===== src/rtl/pulse_width_capture.sv =====
// rtl/pulse_width_capture.sv - measures synchronized high time of pulse_in into a single-entry valid/ready buffer
// Optional PULSE_WIDTH_CAPTURE_PERIOD_EN adds period_out (rise-to-rise count of accepted pulses).
module pulse_width_capture #(
    parameter int COUNTER_WIDTH = 14,
    parameter int MIN_WIDTH     = 2,
    parameter int SYNC_STAGES   = 2
) (
    input  logic                     clk,
    input  logic                     reset,
    input  logic                     pulse_in,
    input  logic                     enable,
    input  logic                     width_ready,
    output logic [COUNTER_WIDTH-1:0] width_out,
    output logic                     width_valid,
    output logic                     saturated,
    output logic                     overrun,
`ifdef PULSE_WIDTH_CAPTURE_PERIOD_EN
    output logic [COUNTER_WIDTH-1:0] period_out,
`endif
    output logic                     busy
);

    localparam logic [1:0] ST_IDLE     = 2'd0;
    localparam logic [1:0] ST_WAIT_LOW = 2'd1;
    localparam logic [1:0] ST_MEASURE  = 2'd2;

    localparam logic [COUNTER_WIDTH-1:0] MAX_COUNT = '1;
    localparam logic [COUNTER_WIDTH-1:0] ONE       = COUNTER_WIDTH'(1);
    localparam logic [COUNTER_WIDTH-1:0] MIN_COUNT = COUNTER_WIDTH'(MIN_WIDTH);

    logic [SYNC_STAGES-1:0]   sync_q;
    logic                     s_d_q;
    logic                     s, rise, fall;
    logic [1:0]               state_q, state_d;
    logic [COUNTER_WIDTH-1:0] count_q, count_d;
    logic                     sat_flag_q, sat_flag_d;
    logic                     start, complete, discard, load;
    logic [COUNTER_WIDTH-1:0] width_q, width_d;
    logic                     valid_q, valid_d;
    logic                     sat_q, sat_d;
    logic                     overrun_q, overrun_d;

    assign s    = sync_q[SYNC_STAGES-1];
    assign rise = s & ~s_d_q;
    assign fall = ~s & s_d_q;

    always_comb begin
        state_d    = state_q;
        count_d    = count_q;
        sat_flag_d = sat_flag_q;
        start      = 1'b0;
        complete   = 1'b0;
        discard    = 1'b0;
        case (state_q)
            ST_IDLE: begin
                if (enable && rise) begin
                    state_d    = ST_MEASURE;
                    count_d    = ONE;
                    sat_flag_d = (ONE == MAX_COUNT);
                    start      = 1'b1;
                end else if (enable && s) begin
                    state_d = ST_WAIT_LOW;
                end
            end
            ST_WAIT_LOW: begin
                if (!s) state_d = ST_IDLE;
            end
            ST_MEASURE: begin
                if (!enable) begin
                    state_d = ST_IDLE;
                end else if (fall) begin
                    state_d  = ST_IDLE;
                    complete = (count_q >= MIN_COUNT);
                    discard  = (count_q < MIN_COUNT);
                end else if (s) begin
                    if (count_q != MAX_COUNT) count_d = count_q + ONE;
                    if (count_d == MAX_COUNT) sat_flag_d = 1'b1;
                end
            end
            default: state_d = ST_IDLE;
        endcase
    end

    // A completing result loads if the buffer is empty or being drained this same edge.
    assign load = complete & (~valid_q | width_ready);

    always_comb begin
        width_d   = width_q;
        sat_d     = sat_q;
        valid_d   = valid_q;
        overrun_d = overrun_q;
        if (load) begin
            width_d = count_q;
            sat_d   = sat_flag_q;
            valid_d = 1'b1;
        end else begin
            if (complete) overrun_d = 1'b1;
            if (valid_q && width_ready) valid_d = 1'b0;
        end
    end

    always_ff @(posedge clk) begin
        if (reset) begin
            sync_q     <= '0;
            s_d_q      <= 1'b0;
            state_q    <= ST_IDLE;
            count_q    <= '0;
            sat_flag_q <= 1'b0;
            width_q    <= '0;
            sat_q      <= 1'b0;
            valid_q    <= 1'b0;
            overrun_q  <= 1'b0;
        end else begin
            sync_q     <= {sync_q[SYNC_STAGES-2:0], pulse_in};
            s_d_q      <= s;
            state_q    <= state_d;
            count_q    <= count_d;
            sat_flag_q <= sat_flag_d;
            width_q    <= width_d;
            sat_q      <= sat_d;
            valid_q    <= valid_d;
            overrun_q  <= overrun_d;
        end
    end

    assign width_out   = width_q;
    assign width_valid = valid_q;
    assign saturated   = sat_q;
    assign overrun     = overrun_q;
    assign busy        = (state_q == ST_MEASURE);

`ifdef PULSE_WIDTH_CAPTURE_PERIOD_EN
    logic [COUNTER_WIDTH-1:0] per_cnt_q, per_cnt_d;
    logic [COUNTER_WIDTH-1:0] carry_q, carry_d;
    logic [COUNTER_WIDTH-1:0] cur_per_q, cur_per_d;
    logic [COUNTER_WIDTH-1:0] period_q, period_d;
    logic                     have_prev_q, have_prev_d;
    logic [COUNTER_WIDTH:0]   per_sum;

    // carry_q bridges glitch rises so the period still spans back to the last accepted pulse.
    assign per_sum = {1'b0, carry_q} + {1'b0, per_cnt_q};

    always_comb begin
        per_cnt_d   = (per_cnt_q == MAX_COUNT) ? MAX_COUNT : per_cnt_q + ONE;
        carry_d     = carry_q;
        cur_per_d   = cur_per_q;
        period_d    = period_q;
        have_prev_d = have_prev_q;
        if (start) begin
            per_cnt_d = ONE;
            cur_per_d = per_sum[COUNTER_WIDTH] ? MAX_COUNT : per_sum[COUNTER_WIDTH-1:0];
        end
        if (load) period_d = have_prev_q ? cur_per_q : '0;
        if (complete) begin
            have_prev_d = 1'b1;
            carry_d     = '0;
        end
        if (discard) carry_d = cur_per_q;
        if (!enable) begin
            have_prev_d = 1'b0;
            carry_d     = '0;
        end
    end

    always_ff @(posedge clk) begin
        if (reset) begin
            per_cnt_q   <= '0;
            carry_q     <= '0;
            cur_per_q   <= '0;
            period_q    <= '0;
            have_prev_q <= 1'b0;
        end else begin
            per_cnt_q   <= per_cnt_d;
            carry_q     <= carry_d;
            cur_per_q   <= cur_per_d;
            period_q    <= period_d;
            have_prev_q <= have_prev_d;
        end
    end

    assign period_out = period_q;
`endif

endmodule


===== config.mk =====
export PLATFORM = sky130hd
export DESIGN_NAME = pulse_width_capture
export DESIGN_NICKNAME = d
export VERILOG_FILES = /design/src/rtl/pulse_width_capture.sv
export SDC_FILE = /design/constraint.sdc
export NUM_CORES = 1
export LEC_CHECK = 0
export CAP_MARGIN = 5
export CORE_ASPECT_RATIO = 0.75
export CORE_UTILIZATION = 59
export CTS_CLUSTER_SIZE = 12
export DETAILED_ROUTE_END_ITERATION = 10
export PLACE_DENSITY_LB_ADDON = 0.2
export SYNTH_ARGS = -nofsm -noshare
export SYNTH_HDL_FRONTEND = slang
export SYNTH_SLANG_ARGS = --single-unit

===== constraint.sdc =====
create_clock -name clk -period 4.5 [get_ports clk]
set_input_delay 1.125 -clock clk [delete_from_list [all_inputs] [get_ports clk]]
set_output_delay 1.125 -clock clk [all_outputs]
set_load 0.05 [all_outputs]

==> reports/metrics.cfg, run 1 <==
[route]
wirelength_um=4190
drtIter0Drc=222
drc=0
dr_total_vias=1692
drtPass1Iterations=4
avgRoutedWirePerCell_um=14.9
ant_nets=0
vias_per_cell=6.02

[logic_synthesis]
synth_nets=238
synth-seq-cells=37
synth_top_cells_by_area=dfxtp_1 40%, mux2i_1 8.0%, nor2_1 7.6%
yosys.area.top_type=dfxtp_1
yosys.area_share.simple=0.268
synth.distinct_cells=38
yosysWarnings=0
synth_seq_area_share=0.397
synthXorXnorAreaFrac=0.0141
synth_commonest_cells=38 x nor2_1, 37 x dfxtp_1, 17 x nand2_1
syn_inst=231
yosys.area_share.adder=0.0134
post-synth-top-count-cell=nor2_1
synth_top_family_by_area=simple AND/OR/NAND/NOR gates
syn_avg_cell_area_um2=8.09
synth-edff-count=0
synth_mux_area_frac=0.0864
synth_top_area_frac=0.397
async_flop_share=0
synth_area_um2=1870
synth_compound_area_frac=0.157
synth_ff_type=dfxtp_1

[sta]
tns_ns=0
period_share=0.712
relSlewSlack=0.401
hold_viol=0
fin_skew_ns=0.00720
finalWorstSetupSlack_ns=1.30
period_minus_slack_ns=3.20
finalSetupViolCount=0
rsz0062_at_grt=false
fmax_mhz=312
worst_slew_pin_slew_ns=0.898
slew_viol_final=0

[place]
portBuffers=22
dp_cells=274
globalplace.congestion=0.945
post-place-ws_ns=0.981
hpwl_um=2980

[global_routing]
antenna_found_initial=0
grt_first_pass_wirelength_um=6960
track_usage=0.281
grt_max_degree=37
grt-ovfl-total=0
grt_pass1_vias=1391

[layout]
drive_gt1_frac=0.0370
layout.cells.non_filler=281
multi_input_area_um2=1010
n_fill_cell=251
seq_area_um2=741
area_delta_synth_final_pct=14.1
diodes=0
fin_nets=250

[worst_setup_path]
worstPathArrival_ns=3.38
worstSetupEndpointType=register
cpPeakStageDelay_ns=0.57
regToRegEndpoint=width_out[8]$_SDFFE_PP0P_
reg2reg_from=count_q[0]$_SDFFE_PP0P_
startpoint_type=input pin
path_class=input pin to register
crit_required_ns=4.67
cp_cell_sequence=clkdlybuf4s50_1 -> nor2b_1 -> nand2_1 -> a311oi_1 -> nand2b_1 -> mux2i_1 -> nor2_1
r2r_slack_ns=1.91
crit_fanout=15
cp_slowest_cell=nand2b_1
r2r_cells=8

[clocking]
cts.sinks=37
cts_resized=0
cts_setup_buffers=0
path_clk_slew_ns=0.07
cts_tree=yes
ctsHoldBuffers=0
cts_buffer_depth=2
cts_buffers=5
cts_max_level=2
insertion_delay_ns=0.29
clockRootBuffer=clkbuf_8

[power_and_ir_drop]
p_int_w=0.000457
p_sw_frac=0.219
power_frac_clock=0.405
leakage_nw=0.811
p_per_area_nw_per_um2=274
combPwrFrac=0.029
power_frac_seq=0.566
max-vdd-ir-drop_mv=0.232
netSwitchingPower_w=0.000128

[worst_hold_path]
worstHoldStart=sync_q[0]$_SDFF_PP0_
hold_path_class=register to register
hold_end=sync_q[1]$_SDFF_PP0_
hold_path_depth=1

[floorplan]
die_y_um=50.7
rows=17
io_pins=23
die_w_um=67.0
dieArea_um2=3400
core_um2=2980
initial_core_util=0.627

[status]
outcome=finished, final reports clean

[run]
maxCapViolations=0

==> layout by cell type, fill, tap and decap left out, types with 2 or more instances in the layout <==
cell              n
clkdlybuf4s50_1  22
clkbuf_8          6
xnor2_1           3
nand2_1          17
nor2_1           38
a211oi_1          2
a21oi_1          14
nand4_1           4
nand3_1          14
o21ai_1           3
and3_1            6
inv_1             5
mux2i_1          15
o21ai_0           5
a311oi_1          7
or4_1             2
nor4_1            4
or3_1             2
dfxtp_1          37
a31oi_1           6
ha_1              2
nor3_1            6
nor2b_1           5
nand2b_1          4
==> cells by family after synthesis <==
family | Yosys count
XOR/XNOR | 3
AO/OA/AOI/OAI | 45
buffers and inverters | 23
adder cells (fa/ha/maj) | 2
flip-flops | 37
AND/OR/NAND/NOR | 105
multiplexers | 16
==> critical path, delay by kind of cell <==
kind,cells,cell delay [ns]
AND/OR/NAND/NOR,4,1.09
buffers and inverters,1,0.47
AO/OA/AOI/OAI,1,0.35
multiplexers,1,0.33
==> through the flow <==
step / total power (W) / area, um2 / util / hold WS (ns)
finish: 0.000585 / 2130 / 0.716 / 0.434
global route: 0.000601 / 2130 / 0.716 / 0.471
CTS: 0.000586 / 2130 / 0.716 / 0.438
detailed placement: 0.000355 / 2040 / 0.685 / 0.427
global placement: 0.000355 / 2040 / 0.685 / 0.418
floorplan: 0.000349 / 1870 / - / 0.414
==> how the worst max path moves through the flow <==
stage,end,slack [ns],from
finish,width_out[9]$_SDFFE_PP0P_,1.30,enable
global route,saturated$_SDFFE_PP0P_,1.01,enable
CTS,width_out[9]$_SDFFE_PP0P_,1.28,enable
detailed placement,width_out[5]$_SDFFE_PP0P_,0.98,enable
global placement,width_out[9]$_SDFFE_PP0P_,1.07,enable
floorplan,width_out[10]$_SDFFE_PP0P_,2.00,enable
==> registers in the layout, indices dropped and copies added, names as in the netlist <==
| name | count |
|---|---|
| width_valid | 1 |
| count_q | 14 |
| state_q | 2 |
| overrun | 1 |
| s_d_q | 1 |
| sat_flag_q | 1 |
| saturated | 1 |
| width_out | 14 |
| sync_q | 2 |
==> final cells by class <==
cell class | count | area share
flip-flops and latches | 37 | 0.348
inverters | 5 | 0.00881
clock inverters | 1 | 0.00352
multi-input cells | 171 | 0.472
repair buffers | 23 | 0.107
well taps | 38 | 0.0223
clock buffers | 6 | 0.0388
==> per-layer routing <==
metal / vias to the layer above / track usage / wire length [um]
li1: 843 / - / -
met1: 779 / 0.409 / 2060
met2: 63 / 0.409 / 1820
met3: 7 / 0.0545 / 253
met4: 0 / 0.0957 / 61
met5: - / 0 / 0
==> power groups by stage <==
stage | combinational [W] | sequential, W | clock [W]
floorplan | 0.0000114 | 0.000337 | 0
CTS | 0.0000170 | 0.000331 | 0.000238
global placement | 0.0000168 | 0.000338 | 0
detailed placement | 0.0000169 | 0.000338 | 0
finish | 0.0000169 | 0.000331 | 0.000237
global route | 0.0000190 | 0.000331 | 0.000251
No activity file was read; power rests on OpenSTA's default activity.
==> run 2: changes to the inputs <==
- CORE_UTILIZATION: 59 -> 49
- clock period: 4.5 -> 2.9 ns (I/O delays scaled with it)
==> run 2 against run 1 <==
  * Critical path depth grew 1
  * Worst hold slack gained 0.014 ns
  * Sequential power grew 55%
  * Flip-flop and latch count is the same
  * Global-route usage shrank 4.2 points
  * First-iteration DRC count shrank 48%
  * Final area grew 3.6%
  * Total power grew 72%
  * Sequential share of layout area shrank 1.2 points
  * Register-to-register slack lost 1.3 ns
  * Final cell count grew 6.8%
  * Critical path type unchanged
  * Highest routed layer unchanged
==> reports/metrics.cfg, run 2 (synthesis gave the netlist of run 1 again) <==
[worst_setup_path]
worstPathArrival_ns=2.59  ; -0.79 ns
cp_top_family=buffers and inverters
critPathBufInv=2  ; +1
startpoint_type=input pin
crit_fanout=15  ; unchanged
cp_cell_sequence=clkdlybuf4s50_1 -> nor2b_1 -> nand2_1 -> a311oi_1 -> nand2b_1 -> buf_4 -> mux2i_1 -> nor2_1
path_class=input pin to register
worstSetupEndpointType=register
cp_slowest_cell=clkdlybuf4s50_1
crit_required_ns=3.06  ; -1.61 ns
cpPeakStageDelay_ns=0.47  ; -0.10 ns

[route]
ant_nets=0  ; unchanged
vias_per_cell=5.84  ; -3.0%
dr_total_vias=1753  ; +3.6%
avgRoutedWirePerCell_um=15.0  ; +0.66%
drtIter0Drc=115  ; -48%
drtPass1Iterations=4  ; unchanged
wirelength_um=4510  ; +7.5%
drc=0  ; unchanged

[global_routing]
grt-ovfl-total=0  ; unchanged
grt_first_pass_wirelength_um=7480  ; +7.5%
grt_use_met3=0.0529  ; -0.00163
grt_busiest_layer=met2
antenna_found_initial=0  ; unchanged
track_usage=0.239  ; -0.0423
grt_util_met2=0.362  ; -0.0467
grt_pass1_vias=1562  ; +12%
use_met1=0.345  ; -0.0638
grt_max_degree=36  ; -2.7%

[power_and_ir_drop]
leakage_nw=0.846  ; +4.3%
p_per_area_nw_per_um2=455  ; +66%
max-vdd-ir-drop_mv=0.353  ; +52%

[sta]
relSlewSlack=0.618  ; +0.217
period_minus_slack_ns=2.43
period_share=0.838
fmax_mhz=412
rsz0062_at_grt=false
tns_ns=0  ; unchanged
fin_skew_ns=0.00483  ; -0.00237 ns
finalWorstSetupSlack_ns=0.471  ; -0.825 ns
worst_slew_pin_slew_ns=0.571  ; -0.328 ns
slew_viol_final=0  ; unchanged
hold_viol=0  ; unchanged
finalSetupViolCount=0  ; unchanged

[place]
hpwl_um=3110  ; +4.3%
dp_cells=292  ; +6.6%
globalplace.congestion=0.948  ; +0.31%
portBuffers=22  ; unchanged
post_dp_cell_area_um2=2090  ; +2.3%
post-place-ws_ns=0.199  ; -0.782 ns

[floorplan]
io_pins=23  ; unchanged
core_um2=3660  ; +23%
rows=19  ; +2
die_w_um=73.3  ; +9.4%
dieArea_um2=4070  ; +20%
initial_core_util=0.510  ; -0.117
die_y_um=55.5  ; +9.3%

[clocking]
cts.sinks=37  ; unchanged
insertion_delay_ns=0.28  ; about the same
cts_tree=yes
cts_resized=0  ; unchanged
cts_max_level=2  ; unchanged
ctsHoldBuffers=0  ; unchanged
cts_buffers=5  ; unchanged
cts_setup_buffers=0  ; unchanged
cts_buffer_depth=2  ; unchanged
path_clk_slew_ns=0.08  ; about the same
clockRootBuffer=clkbuf_8

[layout]
stdcell_area_um2=2210  ; +3.6%
multi_input_area_um2=1010  ; unchanged
seq_area_um2=741  ; unchanged
drive_gt1_frac=0.0565  ; +0.0194
n_fill_cell=354  ; +41%
fin_util=0.603  ; -0.112
layout.cells.non_filler=300  ; +6.8%
area_delta_synth_final_pct=18.2
diodes=0  ; unchanged
layout.cells.most_common=nor2_1
fin_nets=254  ; +1.6%
mostFrequentLayoutCells=38 x nor2_1, 37 x dfxtp_1, 22 x clkdlybuf4s50_1

[status]
outcome=finished, final reports clean

[worst_hold_path]
hold_path_class=register to register

[run]
maxCapViolations=0  ; unchanged

[run 2: path summary, 6_finish.rpt]
path / startpoint / endpoint / slack [ns] / depth (start not counted)
max reg2reg: count_q[0]$_SDFFE_PP0P_ / count_q[11]$_SDFFE_PP0P_ / 0.56 / 7
min: sync_q[0]$_SDFF_PP0_ / sync_q[1]$_SDFF_PP0_ / 0.45 / 1
min reg2reg: sync_q[0]$_SDFF_PP0_ / sync_q[1]$_SDFF_PP0_ / 0.45 / 1
max: enable / width_out[9]$_SDFFE_PP0P_ / 0.47 / 8
[run 2: metal layers]
| metal | up-vias | part of all wire |
|---|---|---|
| met5 | - | 0 |
| met2 | 59 | 0.44 |
| met3 | 4 | 0.078 |
| met1 | 830 | 0.47 |
| li1 | 860 | - |
| met4 | 0 | 0.0084 |
[run 2: metrics by stage]
step | total power [W] | hold WS (ns)
3_5_place_dp | 0.000552 | 0.431
2_1_floorplan | 0.000541 | 0.414
6_report | 0.00100 | 0.448
4_1_cts | 0.00101 | 0.451
3_3_place_gp | 0.000552 | 0.417
5_1_grt | 0.00104 | 0.456
[run 2: power by group]
group / internal (W) / leakage [nW] / switching (W) / total (W)
Combinational: 0.0000113 / 0.490 / 0.0000160 / 0.0000274
Clock: 0.000280 / 0.0574 / 0.000185 / 0.000464
Sequential: 0.000510 / 0.298 / 0.00000290 / 0.000513
[run 2: worst reg2reg max path, cell delays in order, from the launching register on]
cell and delay [ns]:
dfxtp_1 0.40, ha_1 0.29, nand2_1 0.27, nor3_1 0.15, a31oi_1 0.49, nand3_1 0.17, or3_1 0.33, a31oi_1 0.17
[run 2: layout make-up]
class	instances	share of cell area
Timing Repair Buffer	27	0.117
Inverter	5	0.00850
Clock inverter	2	0.0170
Multi-Input combinational cell	171	0.456
Sequential cell	37	0.335
Tap cell	52	0.0295
Clock buffer	6	0.0374
==> run 3: changes to the inputs <==
- clock period: 2.9 -> 2 ns (I/O delays scaled with it)
==> run 3 against run 2 <==
  * Worst setup slack worse by 0.42 ns
  * Clock-buffer cell count is 1 lower
  * Clock skew hardly changed
  * Final area is 11% higher
  * Die area stayed put
  * Core utilization is 6.9 points higher
  * Combinational power is 73% higher
  * Final cell count is 8.3% higher
  * Clock power is 65% higher
  * Register-to-register slack worse by 0.50 ns
  * Non-clock buffer count is 25 higher
  * Flip-flop and latch count stayed put
==> reports/metrics.cfg, run 3 (synthesis gave the netlist of run 1 again) <==
[layout]
diodes=0  ; unchanged
mostFrequentLayoutCells=38 x nor2_1, 36 x dfxtp_1, 30 x buf_4
drive_gt1_frac=0.168  ; +0.112
fin_util=0.672  ; +0.0687
area_delta_synth_final_pct=31.7
stdcell_area_um2=2460  ; +11%
multi_input_area_um2=1020  ; +1.6%
layout.cells.most_common=nor2_1
fin_nets=279  ; +9.8%
seq_area_um2=744  ; +0.51%
n_fill_cell=329  ; -7.1%
layout.cells.non_filler=325  ; +8.3%

[worst_setup_path]
critPathBufInv=1  ; -1
worstPathArrival_ns=1.45  ; -1.14 ns
cp_top_family=buffers and inverters
cp_slowest_cell=clkdlybuf4s50_1
cpPeakStageDelay_ns=0.80  ; +0.33 ns
crit_required_ns=1.50  ; -1.56 ns
startpoint_type=register
path_class=register to primary output
worstSetupEndpointType=primary output
cp_cell_sequence=clkdlybuf4s50_1
r2r_slack_ns=0.06  ; -0.50 ns
crit_fanout=2  ; -13

[route]
drc=0  ; unchanged
wl_met3_um=290  ; -17%
wirelength_um=4730  ; +5.0%
met1_length_um=2350  ; +10%
drtPass1Iterations=4  ; unchanged
dr_total_vias=1830  ; +4.4%
avgRoutedWirePerCell_um=14.6  ; -3.1%
drtIter0Drc=137  ; +19%
vias_per_cell=5.63  ; -3.6%
highest_layer=met4
ant_nets=0  ; unchanged
dr_wl_met2_um=2040  ; +3.1%

[clocking]
cts_tree=yes
cts.sinks=37  ; unchanged
cts_buffers=5  ; unchanged
insertion_delay_ns=0.29  ; about the same
path_clk_slew_ns=0.08  ; about the same
cts_buffer_depth=2  ; unchanged
cts_setup_buffers=0  ; unchanged
clockRootBuffer=clkbuf_8
cts_max_level=2  ; unchanged

[global_routing]
grt-ovfl-total=0  ; unchanged
grt_first_pass_wirelength_um=8060  ; +7.8%
antenna_found_initial=0  ; unchanged
grt_pass1_vias=1676  ; +7.3%
track_usage=0.259  ; +0.0208
grt_max_degree=36  ; unchanged

[sta]
finalWorstSetupSlack_ns=0.0537  ; -0.417 ns
relSlewSlack=0.670  ; +0.0522
fin_skew_ns=0.00447  ; -0.000355 ns
period_minus_slack_ns=1.95
hold_viol=0  ; unchanged
finalSetupViolCount=0  ; unchanged
fmax_mhz=514
rsz0062_at_grt=true
worst_slew_pin_slew_ns=0.494  ; -0.0771 ns
period_share=0.973
slew_viol_final=0  ; unchanged

[power_and_ir_drop]
max-vdd-ir-drop_mv=0.492  ; +40%
p_per_area_nw_per_um2=633  ; +39%
total_power_w=0.00156  ; +55%
leakage_nw=1.00  ; +19%

[floorplan]
dieArea_um2=4070  ; unchanged
rows=19  ; unchanged
initial_core_util=0.510  ; unchanged
die_w_um=73.3  ; unchanged
die_y_um=55.5  ; unchanged
core_um2=3660  ; unchanged
io_pins=23  ; unchanged

[status]
outcome=finished, final reports clean

[worst_hold_path]
hold_path_class=register to register

[place]
hpwl_um=3460  ; +11%
post_dp_cell_area_um2=2310  ; +10%
post-place-ws_ns=-0.206  ; -0.405 ns
dp_cells=317  ; +8.6%
portBuffers=22  ; unchanged
globalplace.congestion=1.02  ; +7.7%

[run]
maxCapViolations=0  ; unchanged

run 3: path summary, 6_finish.rpt:
kind / from / endpoint / cells past startpoint
hold / removal: sync_q[0]$_SDFF_PP0_ / sync_q[1]$_SDFF_PP0_ / 1
hold reg to reg: sync_q[0]$_SDFF_PP0_ / sync_q[1]$_SDFF_PP0_ / 1
setup / recovery: width_out[8]$_SDFFE_PP0P_ / width_out[8] / 1
setup reg to reg: count_q[0]$_SDFFE_PP0P_ / width_out[6]$_SDFFE_PP0P_ / 9
run 3: what timing repair did:
action | in CTS | in global routing
setup endpoints to repair | 1 | 20
resized for setup | 1 | 5
pin swaps | 0 | 0
hold buffers | 0 | 0
run 3: through the flow:
step                setup TNS, ns  hold WS [ns]
floorplan                       0         0.414
detailed placement          -4.13         0.429
finish                          0         0.442
CTS                             0         0.446
global route               -0.438         0.483
global placement            -2.77         0.422
run 3: where the power goes:
group	leakage [nW]	internal (W)	total, W	switching, W
sequential	0.299	0.000739	0.000742	0.00000340
clock	0.0681	0.000495	0.000767	0.000272
combinational	0.637	0.0000218	0.0000474	0.0000257
run 3: metal layers:
layer,up-vias,track usage
met4,0,0.0659
met5,-,0
li1,904,-
met1,857,0.391
met3,7,0.0493
met2,62,0.378
run 3: final cells by class:
cell class,instances,area share
Clock buffer,5,0.0280
Clock inverter,3,0.0264
Inverter,5,0.00763
Multi-Input combinational cell,171,0.416
Sequential cell,37,0.303
Tap cell,52,0.0264
Timing Repair Buffer,52,0.193
